### src/rtl/spi_pkg.sv
// Shared types and widths for the SPI command buffer: FSM states and entry layout.
package spi_pkg;

    localparam int WORD_W  = 11;
    localparam int RDATA_W = 9;
    localparam int ENTRY_W = 12;

    typedef enum logic [1:0] {
        IDLE,
        XFER,
        RDXFER
    } spi_state_t;

    // An entry is {cmd_bit, word}; the top bit selects command versus data write.
    function automatic logic entry_is_cmd(input logic [ENTRY_W-1:0] entry);
        return entry[ENTRY_W-1];
    endfunction

endpackage

### src/rtl/spi_cmd_fifo.sv
// Synchronous FIFO holding queued SPI entries; a push to a full FIFO is taken
// only when a pop happens in the same cycle.
module spi_cmd_fifo
    import spi_pkg::*;
#(
    parameter int DEPTH = 8,
    parameter int WIDTH = ENTRY_W
) (
    input  logic                     clk,
    input  logic                     rst,
    input  logic                     push,
    input  logic                     pop,
    input  logic [WIDTH-1:0]         din,
    output logic [WIDTH-1:0]         dout,
    output logic                     full,
    output logic                     empty,
    output logic [$clog2(DEPTH):0]   level
);

    localparam int AW    = $clog2(DEPTH);
    localparam int LVL_W = AW + 1;

    logic [WIDTH-1:0] mem [DEPTH];
    logic [AW-1:0]    wr_ptr;
    logic [AW-1:0]    rd_ptr;
    logic             do_push;
    logic             do_pop;

    assign empty   = (level == '0);
    assign full    = (level == LVL_W'(DEPTH));
    assign do_pop  = pop && !empty;
    assign do_push = push && (!full || do_pop);
    assign dout    = mem[rd_ptr];

    // Pointers wrap naturally at DEPTH (power of two); level tells full from empty.
    always_ff @(posedge clk or posedge rst) begin
        if (rst) begin
            wr_ptr <= '0;
            rd_ptr <= '0;
            level  <= '0;
        end else begin
            if (do_push) begin
                wr_ptr <= wr_ptr + AW'(1);
            end
            if (do_pop) begin
                rd_ptr <= rd_ptr + AW'(1);
            end
            case ({do_push, do_pop})
                2'b10:   level <= level + LVL_W'(1);
                2'b01:   level <= level - LVL_W'(1);
                default: level <= level;
            endcase
        end
    end

    always_ff @(posedge clk) begin
        if (do_push) begin
            mem[wr_ptr] <= din;
        end
    end

endmodule

### src/rtl/spi_cmd_buf.sv
// Buffers upstream command/data writes and reads toward an SPI engine.
// Define SPI_CMD_BUF_DROP_EN to drop (and flag in ovf) writes to a full FIFO instead of stalling them.
module spi_cmd_buf
    import spi_pkg::*;
#(
    parameter int DEPTH = 8
) (
    input  logic                     clk,
    input  logic                     rst,
    input  logic [WORD_W-1:0]        up_din,
    input  logic                     up_cmd,
    input  logic                     up_wr,
    input  logic                     up_rd,
    output logic [RDATA_W-1:0]       up_dout,
    output logic                     up_ack,
    output logic [WORD_W-1:0]        sp_dout,
    output logic                     sp_cmd,
    output logic                     sp_wr,
    output logic                     sp_rd,
    input  logic [RDATA_W-1:0]       sp_din,
    input  logic                     sp_ack,
    output logic [$clog2(DEPTH):0]   level,
    output logic                     ovf
);

    spi_state_t         state;
    logic               rd_pending;
    logic [WORD_W-1:0]  rd_word;

    logic               push;
    logic               pop;
    logic [ENTRY_W-1:0] push_entry;
    logic [ENTRY_W-1:0] head;
    logic               full;
    logic               empty;
    logic               wr_req;
    logic [ENTRY_W-1:0] new_entry;
    logic               wr_ack_set;

    assign wr_req    = up_cmd || up_wr;
    assign new_entry = {up_cmd, up_din};
    assign pop       = (state == XFER) && sp_ack;

`ifdef SPI_CMD_BUF_DROP_EN
    logic drop;

    assign drop       = wr_req && full && !pop;
    assign push       = wr_req && (!full || pop);
    assign push_entry = new_entry;
    assign wr_ack_set = push || drop;

    always_ff @(posedge clk or posedge rst) begin
        if (rst) begin
            ovf <= 1'b0;
        end else if (drop) begin
            ovf <= 1'b1;
        end
    end
`else
    logic               stall_valid;
    logic [ENTRY_W-1:0] stall_entry;

    // A stalled word goes in on the first cycle a slot is (or is being) freed.
    always_comb begin
        push       = 1'b0;
        push_entry = new_entry;
        if (stall_valid) begin
            push       = !full || pop;
            push_entry = stall_entry;
        end else if (wr_req) begin
            push = !full || pop;
        end
    end

    assign wr_ack_set = push;
    assign ovf        = 1'b0;

    always_ff @(posedge clk or posedge rst) begin
        if (rst) begin
            stall_valid <= 1'b0;
            stall_entry <= '0;
        end else if (stall_valid) begin
            if (push) begin
                stall_valid <= 1'b0;
            end
        end else if (wr_req && full && !pop) begin
            stall_valid <= 1'b1;
            stall_entry <= new_entry;
        end
    end
`endif

    spi_cmd_fifo #(
        .DEPTH (DEPTH),
        .WIDTH (ENTRY_W)
    ) u_fifo (
        .clk   (clk),
        .rst   (rst),
        .push  (push),
        .pop   (pop),
        .din   (push_entry),
        .dout  (head),
        .full  (full),
        .empty (empty),
        .level (level)
    );

    // Queued writes drain before a pending read so writes stay ahead of reads.
    always_ff @(posedge clk or posedge rst) begin
        if (rst) begin
            state      <= IDLE;
            rd_pending <= 1'b0;
            rd_word    <= '0;
            up_dout    <= '0;
            up_ack     <= 1'b0;
            sp_dout    <= '0;
            sp_cmd     <= 1'b0;
            sp_wr      <= 1'b0;
            sp_rd      <= 1'b0;
        end else begin
            up_ack <= wr_ack_set;
            if (up_rd) begin
                rd_pending <= 1'b1;
                rd_word    <= up_din;
            end
            case (state)
                IDLE: begin
                    if (!empty) begin
                        state   <= XFER;
                        sp_dout <= head[WORD_W-1:0];
                        sp_cmd  <= entry_is_cmd(head);
                        sp_wr   <= !entry_is_cmd(head);
                    end else if (rd_pending) begin
                        state   <= RDXFER;
                        sp_dout <= rd_word;
                        sp_rd   <= 1'b1;
                    end
                end
                XFER: begin
                    if (sp_ack) begin
                        state  <= IDLE;
                        sp_cmd <= 1'b0;
                        sp_wr  <= 1'b0;
                    end
                end
                RDXFER: begin
                    if (sp_ack) begin
                        state      <= IDLE;
                        sp_rd      <= 1'b0;
                        up_dout    <= sp_din;
                        up_ack     <= 1'b1;
                        rd_pending <= 1'b0;
                    end
                end
                default: begin
                    state <= IDLE;
                end
            endcase
        end
    end

endmodule

### config.mk
export PLATFORM = sky130hd
export DESIGN_NAME = spi_cmd_buf
export DESIGN_NICKNAME = d
export VERILOG_FILES = /design/src/rtl/spi_pkg.sv /design/src/rtl/spi_cmd_fifo.sv /design/src/rtl/spi_cmd_buf.sv
export SDC_FILE = /design/constraint.sdc
export NUM_CORES = 1
export LEC_CHECK = 0
export CAP_MARGIN = 20
export CORE_MARGIN = 2
export CORE_UTILIZATION = 30
export CTS_CLUSTER_DIAMETER = 120
export DETAILED_ROUTE_END_ITERATION = 16
export GPL_ROUTABILITY_DRIVEN = 0
export PLACE_DENSITY = 0.48
export SLEW_MARGIN = 20
export SYNTH_ARGS = -nofsm -noshare
export SYNTH_HDL_FRONTEND = slang
export SYNTH_SLANG_ARGS = --single-unit
### constraint.sdc
create_clock -name clk -period 3.4 [get_ports clk]
set_input_delay 0.68 -clock clk [delete_from_list [all_inputs] [get_ports clk]]
set_output_delay 0.68 -clock clk [all_outputs]
set_load 0.03 [all_outputs]
==> results of run 1 <==
-- how the worst max path moves through the flow --
| stage | startpoint | end | slack (ns) | depth (start not counted) |
|---|---|---|---|---|
| after floorplan | u_fifo.level[0] | u_fifo.mem[4][0] | 0.76 | 4 |
| after global placement | sp_ack | u_fifo.level[2] | 0.44 | 10 |
| after detailed placement | sp_ack | u_fifo.level[3] | 0.37 | 8 |
| after CTS | sp_ack | u_fifo.level[3] | 0.80 | 8 |
| after global routing | sp_ack | u_fifo.level[3] | 0.61 | 8 |
| final | sp_ack | u_fifo.level[3] | 0.79 | 8 |
-- logic make-up after synthesis --
| kind of cell | Yosys count | synth area share [%] |
|---|---|---|
| flip-flops | 157 | 68.7 |
| multiplexers | 71 | 17.2 |
| AND/OR/NAND/NOR | 56 | 4.74 |
| AO/OA/AOI/OAI | 42 | 4.43 |
| buffers and inverters | 26 | 2.13 |
| adder cells (fa/ha/maj) | 8 | 1.56 |
| XOR/XNOR | 8 | 1.09 |
| other | 1 | 0.0585 |
-- registers in the layout, indices dropped and copies added, names as in the netlist, 2 cells and up --
register and count:
up_dout 9, rd_word 11, u_fifo.mem 96, u_fifo.wr_ptr 3, state 2, stall_entry 12, u_fifo.level 4, u_fifo.rd_ptr 3
sp_dout 11
-- power by group through the flow --
stage	logic, mW	clock network [mW]	registers (mW)
3_5_place_dp	2.60	0	3.04
3_3_place_gp	2.58	0	3.01
5_1_grt	2.78	1.98	3.07
2_1_floorplan	1.52	0	3.22
6_report	2.56	1.84	3.00
4_1_cts	2.61	1.89	3.00
-- area by class of cell --
type                            count  area [µm²]  share of cell area, %
Tap cell                          275         344                   4.35
Clock inverter                     14         133                   1.68
Timing Repair Buffer               69         663                   8.38
Sequential cell                   157        4410                   55.7
Clock buffer                       18         450                   5.69
Multi-Input combinational cell    186        1890                   23.9
Inverter                            6        22.5                  0.285
-- metrics by stage --
step | hold WS, ns | instance area, µm²
2_1_floorplan | 0.460 | 6410
3_3_place_gp | 0.486 | 7330
3_5_place_dp | 0.490 | 7330
4_1_cts | 0.505 | 7910
5_1_grt | 0.518 | 7910
6_report | 0.501 | 7910
-- per-layer routing --
layer	GRT usage [%]	vias to the layer above	part of all wire [%]
li1	-	1568	-
met1	16.1	1766	45
met2	21.8	62	51
met3	3.18	9	3.0
met4	4.67	0	1.1
met5	0	-	0
-- synthesized netlist by cell type, types with 4 or more instances --
cell and number:
sky130_fd_sc_hd__mux2_4 10, sky130_fd_sc_hd__o21ai_0 5, sky130_fd_sc_hd__dfrtp_1 61, sky130_fd_sc_hd__nor3_1 4, sky130_fd_sc_hd__nor2_1 19, sky130_fd_sc_hd__nor3b_1 4
sky130_fd_sc_hd__buf_2 4, sky130_fd_sc_hd__o22ai_1 19, sky130_fd_sc_hd__ha_1 8, sky130_fd_sc_hd__xor2_1 5, sky130_fd_sc_hd__nand2_1 17, sky130_fd_sc_hd__a21oi_1 6
sky130_fd_sc_hd__clkbuf_1 8, sky130_fd_sc_hd__inv_1 6, sky130_fd_sc_hd__mux2_2 36, sky130_fd_sc_hd__edfxtp_1 96, sky130_fd_sc_hd__mux4_2 24
==> metrics.json, run 1 <==
{
  "outcome": {
    "outcome": "finished clean"
  },
  "layout": {
    "mostFrequentLayoutCell": "sky130_fd_sc_hd__edfxtp_1",
    "layoutNonFillerInstCount": 725,
    "antennaDiodeCount": 0,
    "finish.utilization_pct": 37.6,
    "final_layout_size_suffix_gt1_share_pct": 29.1,
    "area_growth_pct": 23.3,
    "n_fill_cell": 1919,
    "design.final.nets": 471,
    "mostFrequentLayoutCells": "96 x sky130_fd_sc_hd__edfxtp_1, 61 x sky130_fd_sc_hd__dfrtp_1, 53 x sky130_fd_sc_hd__clkdlybuf4s50_1, 36 x sky130_fd_sc_hd__mux2_2, 24 x sky130_fd_sc_hd__mux4_2"
  },
  "timing": {
    "grt_setup_unrepaired": "false",
    "max_slew_margin_pct": 49.6,
    "fin_crit_ns": 2.61,
    "setup_violations": 0,
    "worst_slack_ns": 0.790,
    "finalHoldViolCount": 0,
    "max_freq_mhz": 383,
    "post-route-period-util_pct": 76.8,
    "fin_worst_skew_ns": 0.00734,
    "totalNegativeSetupSlack_ns": 0,
    "timing_worst_slew_pin_value_ns": 0.754,
    "finalMaxSlewViolations": 0
  },
  "floorplan": {
    "die_height_um": 150,
    "fp.dieW_um": 150,
    "placementRows": 53,
    "start_util_pct": 30.5,
    "ios": 55,
    "die-area_mm2": 0.0226,
    "core_area_mm2": 0.0210
  },
  "critical_path": {
    "critical_path.slowest_cell": "sky130_fd_sc_hd__clkdlybuf4s50_1",
    "path_cells": "clkdlybuf4s50_1 > nand2_1 > nor2_1 > ha_1 > nand2_1 > mux2_2 > o41ai_1 > xor2_1",
    "cp_top_family": "simple AND/OR/NAND/NOR gates",
    "worst_r2r_endpoint": "u_fifo.level[3]",
    "reg2reg_setup_slack_ns": 0.88,
    "worst-path-max-fanout": 5,
    "path_buf_inv": 1,
    "worstPathArrival_ns": 2.95,
    "worst-r2r-cell-count": 9,
    "cp_data_required_time_ns": 3.74,
    "critical_path_class": "in2reg",
    "critical-path-max-stage-delay_ns": 0.51,
    "critPathMostFrequentCell": "sky130_fd_sc_hd__nand2_1",
    "regToRegStartpoint": "state[1]",
    "setup.worst_path.start_class": "primary input",
    "worstSetupEndpointType": "flip-flop"
  },
  "synthesis": {
    "synth_top_flop_cell": "sky130_fd_sc_hd__edfxtp_1",
    "cell_area_after_synthesis_mm2": 0.00641,
    "sequential_to_total_area_share_from_yosys_stat_pct": 68.7,
    "synth.top_cells.by_area": "sky130_fd_sc_hd__edfxtp_1 45%, sky130_fd_sc_hd__dfrtp_1 24%, sky130_fd_sc_hd__mux4_2 8.4%",
    "ys_ff_latch": 157,
    "synth_largest_type_area_fraction_pct": 44.9,
    "synth-warning-count": 0,
    "synth_cell_types": 42,
    "synth-async-reset-ratio_pct": 38.9,
    "syn_avg_cell_area_um2": 17.4,
    "synth_fp_nets": 403,
    "synth_edf_count": 96,
    "synth_top_cell_by_area": "sky130_fd_sc_hd__edfxtp_1",
    "synthesis.instances": 369
  },
  "pwr": {
    "p_leak_nw": 2.86,
    "vdd.ir_drop.worst_uv": 368,
    "pwr-share-clk_pct": 24.9,
    "p_sw_share_pct": 33.6,
    "share_of_power_burned_in_combinational_logic_pct": 34.6,
    "sequential_power_share_pct": 40.5,
    "cell_internal_pwr_mw": 4.91,
    "p_total_mw": 7.39,
    "power_per_cell_area_mw_per_mm2": 935,
    "power.switching_mw": 2.49
  },
  "clock_network": {
    "numClockSinks": 157,
    "number_of_buffers_created_by_cts": 17,
    "cts_tree": "yes",
    "postCtsHoldBufs": 0,
    "cts_max_level": 4,
    "cts_post_setup_buffers_inserted": 0,
    "post_cts_sizing": 0,
    "clock_latency_ns": 0.42,
    "cts_buffer_depth": 2,
    "worst_setup_hold_path_clk_slew_ns": 0.06,
    "ctsRootBufferMaster": "sky130_fd_sc_hd__clkbuf_16"
  },
  "hold_path": {
    "hold_end": "up_dout[5]",
    "hold_depth": 1,
    "holdCritStartpoint": "up_dout[5]",
    "hp-class": "reg2reg"
  },
  "run": {
    "max_cap_viol_count": 0
  },
  "global_route": {
    "antenna_found_initial": 0,
    "grt_max_degree": 62,
    "total_global_route_track_usage_pct": 12.9,
    "via_count_of_the_first_global_routing_pass": 3712,
    "grt_first_pass_wirelength_mm": 21.2,
    "grt_remaining_overflow": 0
  },
  "place": {
    "dp_cells": 693,
    "dp.final_hpwl_mm": 8.56,
    "placement_stage_worst_setup_slack_ns": 0.370,
    "buffer_ports.inserted": 53
  },
  "detailed_routing": {
    "num_vias": 3405,
    "drc_errors": 0,
    "first_iter_violations": 239,
    "route.detailed.vias_per_inst": 4.70,
    "drtPass1Iterations": 4,
    "post_drt_wl_per_cell_um": 18.4,
    "post_route_antenna_net_violation_count": 0,
    "wirelength_mm": 13.4
  }
}
(Power assumes the default switching activity.)
==> run 2: changes to the inputs <==
--- a/config.mk
+++ b/config.mk
@@ -11,7 +11,7 @@
 export CTS_CLUSTER_DIAMETER = 120
 export DETAILED_ROUTE_END_ITERATION = 16
 export GPL_ROUTABILITY_DRIVEN = 0
-export PLACE_DENSITY = 0.48
+export PLACE_DENSITY = 0.5
 export SLEW_MARGIN = 20
 export SYNTH_ARGS = -nofsm -noshare
 export SYNTH_HDL_FRONTEND = slang
==> constraint.sdc (replaced) <==
create_clock -name clk -period 2.3 [get_ports clk]
set_input_delay 0.46 -clock clk [delete_from_list [all_inputs] [get_ports clk]]
set_output_delay 0.46 -clock clk [all_outputs]
set_load 0.03 [all_outputs]
==> metrics.json, run 2 (synthesis results as in run 1) <==
{
  "outcome": {
    "outcome": "finished clean"
  },
  "clock_network": {
    "ctsRootBufferMaster": "sky130_fd_sc_hd__clkbuf_16",
    "cts_tree": "yes",
    "numClockSinks": {"value": 157, "change": "unchanged"},
    "cts_buffer_depth": {"value": 2, "change": "unchanged"},
    "clock_latency": {"value": 0.43, "unit": "ns", "change": "about the same"},
    "number_of_buffers_created_by_cts": {"value": 17, "change": "unchanged"},
    "worst_setup_hold_path_clk_slew": {"value": 0.07, "unit": "ns", "change": "about the same"},
    "cts_max_level": {"value": 4, "change": "unchanged"}
  },
  "critical_path": {
    "worst-path-max-fanout": {"value": 5, "change": "unchanged"},
    "setup.worst_path.start_class": "flip-flop",
    "path_cells": "buf_4 > clkdlybuf4s50_1",
    "crit_path_start": "u_fifo.level[1]",
    "cp_top_family": "buffers and inverters",
    "worstPathArrival": {"value": 1.72, "unit": "ns", "change": "-1.23 ns"},
    "critical_path.slowest_cell": "sky130_fd_sc_hd__clkdlybuf4s50_1",
    "path_buf_inv": {"value": 2, "change": "+1"},
    "worstSetupEndpointType": "primary output",
    "cp_data_required_time": {"value": 1.84, "unit": "ns", "change": "-1.90 ns"},
    "regToRegStartpoint": "u_fifo.level[2]",
    "critical_path_class": "reg2out",
    "critical-path-max-stage-delay": {"value": 0.67, "unit": "ns", "change": "+0.16 ns"},
    "reg2reg_setup_slack": {"value": 0.16, "unit": "ns", "change": "-0.72 ns"}
  },
  "floorplan": {
    "start_util": {"value": 30.5, "unit": "%", "change": "unchanged"},
    "ios": {"value": 55, "change": "unchanged"},
    "die-area": {"value": 0.0226, "unit": "mm²", "change": "unchanged"},
    "placementRows": {"value": 53, "change": "unchanged"},
    "fp.dieW": {"value": 150, "unit": "µm", "change": "unchanged"},
    "core_area": {"value": 0.0210, "unit": "mm²", "change": "unchanged"},
    "die_height": {"value": 150, "unit": "µm", "change": "unchanged"}
  },
  "layout": {
    "antennaDiodeCount": {"value": 0, "change": "unchanged"},
    "largest_register_ffs": {"value": 96, "change": "unchanged"},
    "mostFrequentLayoutCell": "sky130_fd_sc_hd__edfxtp_1",
    "design.final.nets": {"value": 496, "change": "+5.3%"},
    "regMostFlops": "u_fifo.mem",
    "final_layout_size_suffix_gt1_share": {"value": 35.6, "unit": "%", "change": "+6.5 points"},
    "layoutNonFillerInstCount": {"value": 750, "change": "+3.4%"},
    "mostFrequentLayoutCells": "96 x sky130_fd_sc_hd__edfxtp_1, 58 x sky130_fd_sc_hd__dfrtp_1, 53 x sky130_fd_sc_hd__clkdlybuf4s50_1, 36 x sky130_fd_sc_hd__mux2_2, 32 x sky130_fd_sc_hd__buf_4",
    "n_fill_cell": {"value": 1921, "change": "+0.10%"},
    "area_growth_pct": 28.7,
    "largest_registers_ranked_by_flip_flop_count": "u_fifo.mem x96, stall_entry x12",
    "finish.utilization": {"value": 39.3, "unit": "%", "change": "+1.6 points"}
  },
  "detailed_routing": {
    "post_drt_wl_per_cell": {"value": 18.9, "unit": "µm", "change": "+2.7%"},
    "first_iter_violations": {"value": 216, "change": "-9.6%"},
    "num_vias": {"value": 3582, "change": "+5.2%"},
    "drtPass1Iterations": {"value": 4, "change": "unchanged"},
    "drc_errors": {"value": 0, "change": "unchanged"},
    "wirelength": {"value": 14.2, "unit": "mm", "change": "+6.2%"},
    "route.detailed.vias_per_inst": {"value": 4.78, "change": "+1.7%"},
    "post_route_antenna_net_violation_count": {"value": 0, "change": "unchanged"}
  },
  "timing": {
    "setup_violations": {"value": 0, "change": "unchanged"},
    "fin_crit_ns": 2.18,
    "finalMaxSlewViolations": {"value": 0, "change": "unchanged"},
    "max_slew_margin": {"value": 58.4, "unit": "%", "change": "+8.8 points"},
    "finalHoldViolCount": {"value": 0, "change": "unchanged"},
    "post-route-period-util_pct": 94.7,
    "hold_slack": {"value": 0.408, "unit": "ns", "change": "-0.0931 ns"},
    "totalNegativeSetupSlack": {"value": 0, "unit": "ns", "change": "unchanged"},
    "timing_worst_slew_pin_value": {"value": 0.624, "unit": "ns", "change": "-0.130 ns"},
    "max_freq_mhz": 459,
    "fin_worst_skew": {"value": 0.00895, "unit": "ns", "change": "+0.00161 ns"}
  },
  "pwr": {
    "p_leak": {"value": 3.01, "unit": "nW", "change": "+5.1%"},
    "pwr-share-clk": {"value": 24.0, "unit": "%", "change": "-0.9 points"},
    "power_per_cell_area": {"value": 1380, "unit": "mW/mm²", "change": "+47%"},
    "sequential_power_share": {"value": 38.9, "unit": "%", "change": "-1.6 points"},
    "p_total": {"value": 11.4, "unit": "mW", "change": "+54%"},
    "p_sw_share": {"value": 33.8, "unit": "%", "change": "+0.15 points"},
    "cell_internal_pwr": {"value": 7.53, "unit": "mW", "change": "+53%"},
    "vdd.ir_drop.worst": {"value": 568, "unit": "µV", "change": "+54%"},
    "share_of_power_burned_in_combinational_logic": {"value": 37.1, "unit": "%", "change": "+2.5 points"},
    "power.switching": {"value": 3.84, "unit": "mW", "change": "+54%"}
  },
  "place": {
    "dp.final_hpwl": {"value": 9.10, "unit": "mm", "change": "+6.4%"},
    "dp_cells": {"value": 714, "change": "+3.0%"},
    "buffer_ports.inserted": {"value": 53, "change": "unchanged"}
  },
  "global_route": {
    "grt_remaining_overflow": {"value": 0, "change": "unchanged"},
    "total_global_route_track_usage": {"value": 13.4, "unit": "%", "change": "+0.48 points"},
    "antenna_found_initial": {"value": 0, "change": "unchanged"},
    "grt_max_degree": {"value": 33, "change": "-47%"},
    "via_count_of_the_first_global_routing_pass": {"value": 3824, "change": "+3.0%"},
    "grt_first_pass_wirelength": {"value": 21.8, "unit": "mm", "change": "+3.0%"}
  },
  "hold_path": {
    "hp-class": "in2async"
  },
  "run": {
    "max_cap_viol_count": {"value": 0, "change": "unchanged"}
  }
}
[run 2: cell count changes in the layout (fill, tap and decap cells not counted), moves of 3 or more]
cell,previous run,this run
sky130_fd_sc_hd__buf_12,1,9
sky130_fd_sc_hd__buf_4,15,32
sky130_fd_sc_hd__dfrtp_1,61,58
sky130_fd_sc_hd__dfrtp_2,0,3
[run 2: through the flow]
step           area [µm²]  setup WS (ns)
6_report             8250          0.122
4_1_cts              8180         0.0330
2_1_floorplan        6460       0.000911
3_3_place_gp         7610         -0.209
5_1_grt              8250       -0.00464
3_5_place_dp         7610         -0.239
[run 2: final cells by class]
class / count / area (µm²) / area share, %
clock inverter: 13 / 129 / 1.56
sequential: 157 / 4410 / 53.5
timing repair buffer: 94 / 951 / 11.5
clock buffer: 19 / 443 / 5.37
multi-input combinational: 186 / 1950 / 23.6
inverter: 6 / 22.5 / 0.273
tap: 275 / 344 / 4.17
[run 2: per-layer routing]
metal	global-route usage [%]	routed length, µm	part of all wire (%)	up-vias
li1	-	-	-	1616
met1	16.6	6200	44	1880
met2	22.6	7270	51	77
met3	3.61	563	4.0	9
met4	4.53	157	1.1	0
met5	0	0	0	-
[run 2: timing repair]
action	4_1_cts	5_1_grt
setup buffers	0	4
resized for setup	0	8
hold buffers	0	0
setup endpoints to repair	0	3
[run 2: power by group through the flow]
stage / combinational [mW] / sequential, mW / clock (mW)
after global placement: 4.16 / 4.43 / 0
after floorplan: 2.30 / 4.77 / 0
after global routing: 4.56 / 4.52 / 2.93
after detailed placement: 4.22 / 4.47 / 0
final: 4.21 / 4.42 / 2.73
after CTS: 4.24 / 4.42 / 2.80
[run 2: path summary, 6_finish.rpt]
check	endpoint	depth (start not counted)
max	level[1]	2
min	stall_entry[3]	2
max reg2reg	u_fifo.level[3]	8
min reg2reg	stall_entry[11]	1
max in group asynchronous	u_fifo.level[0]	3
min in group clk	stall_entry[11]	1
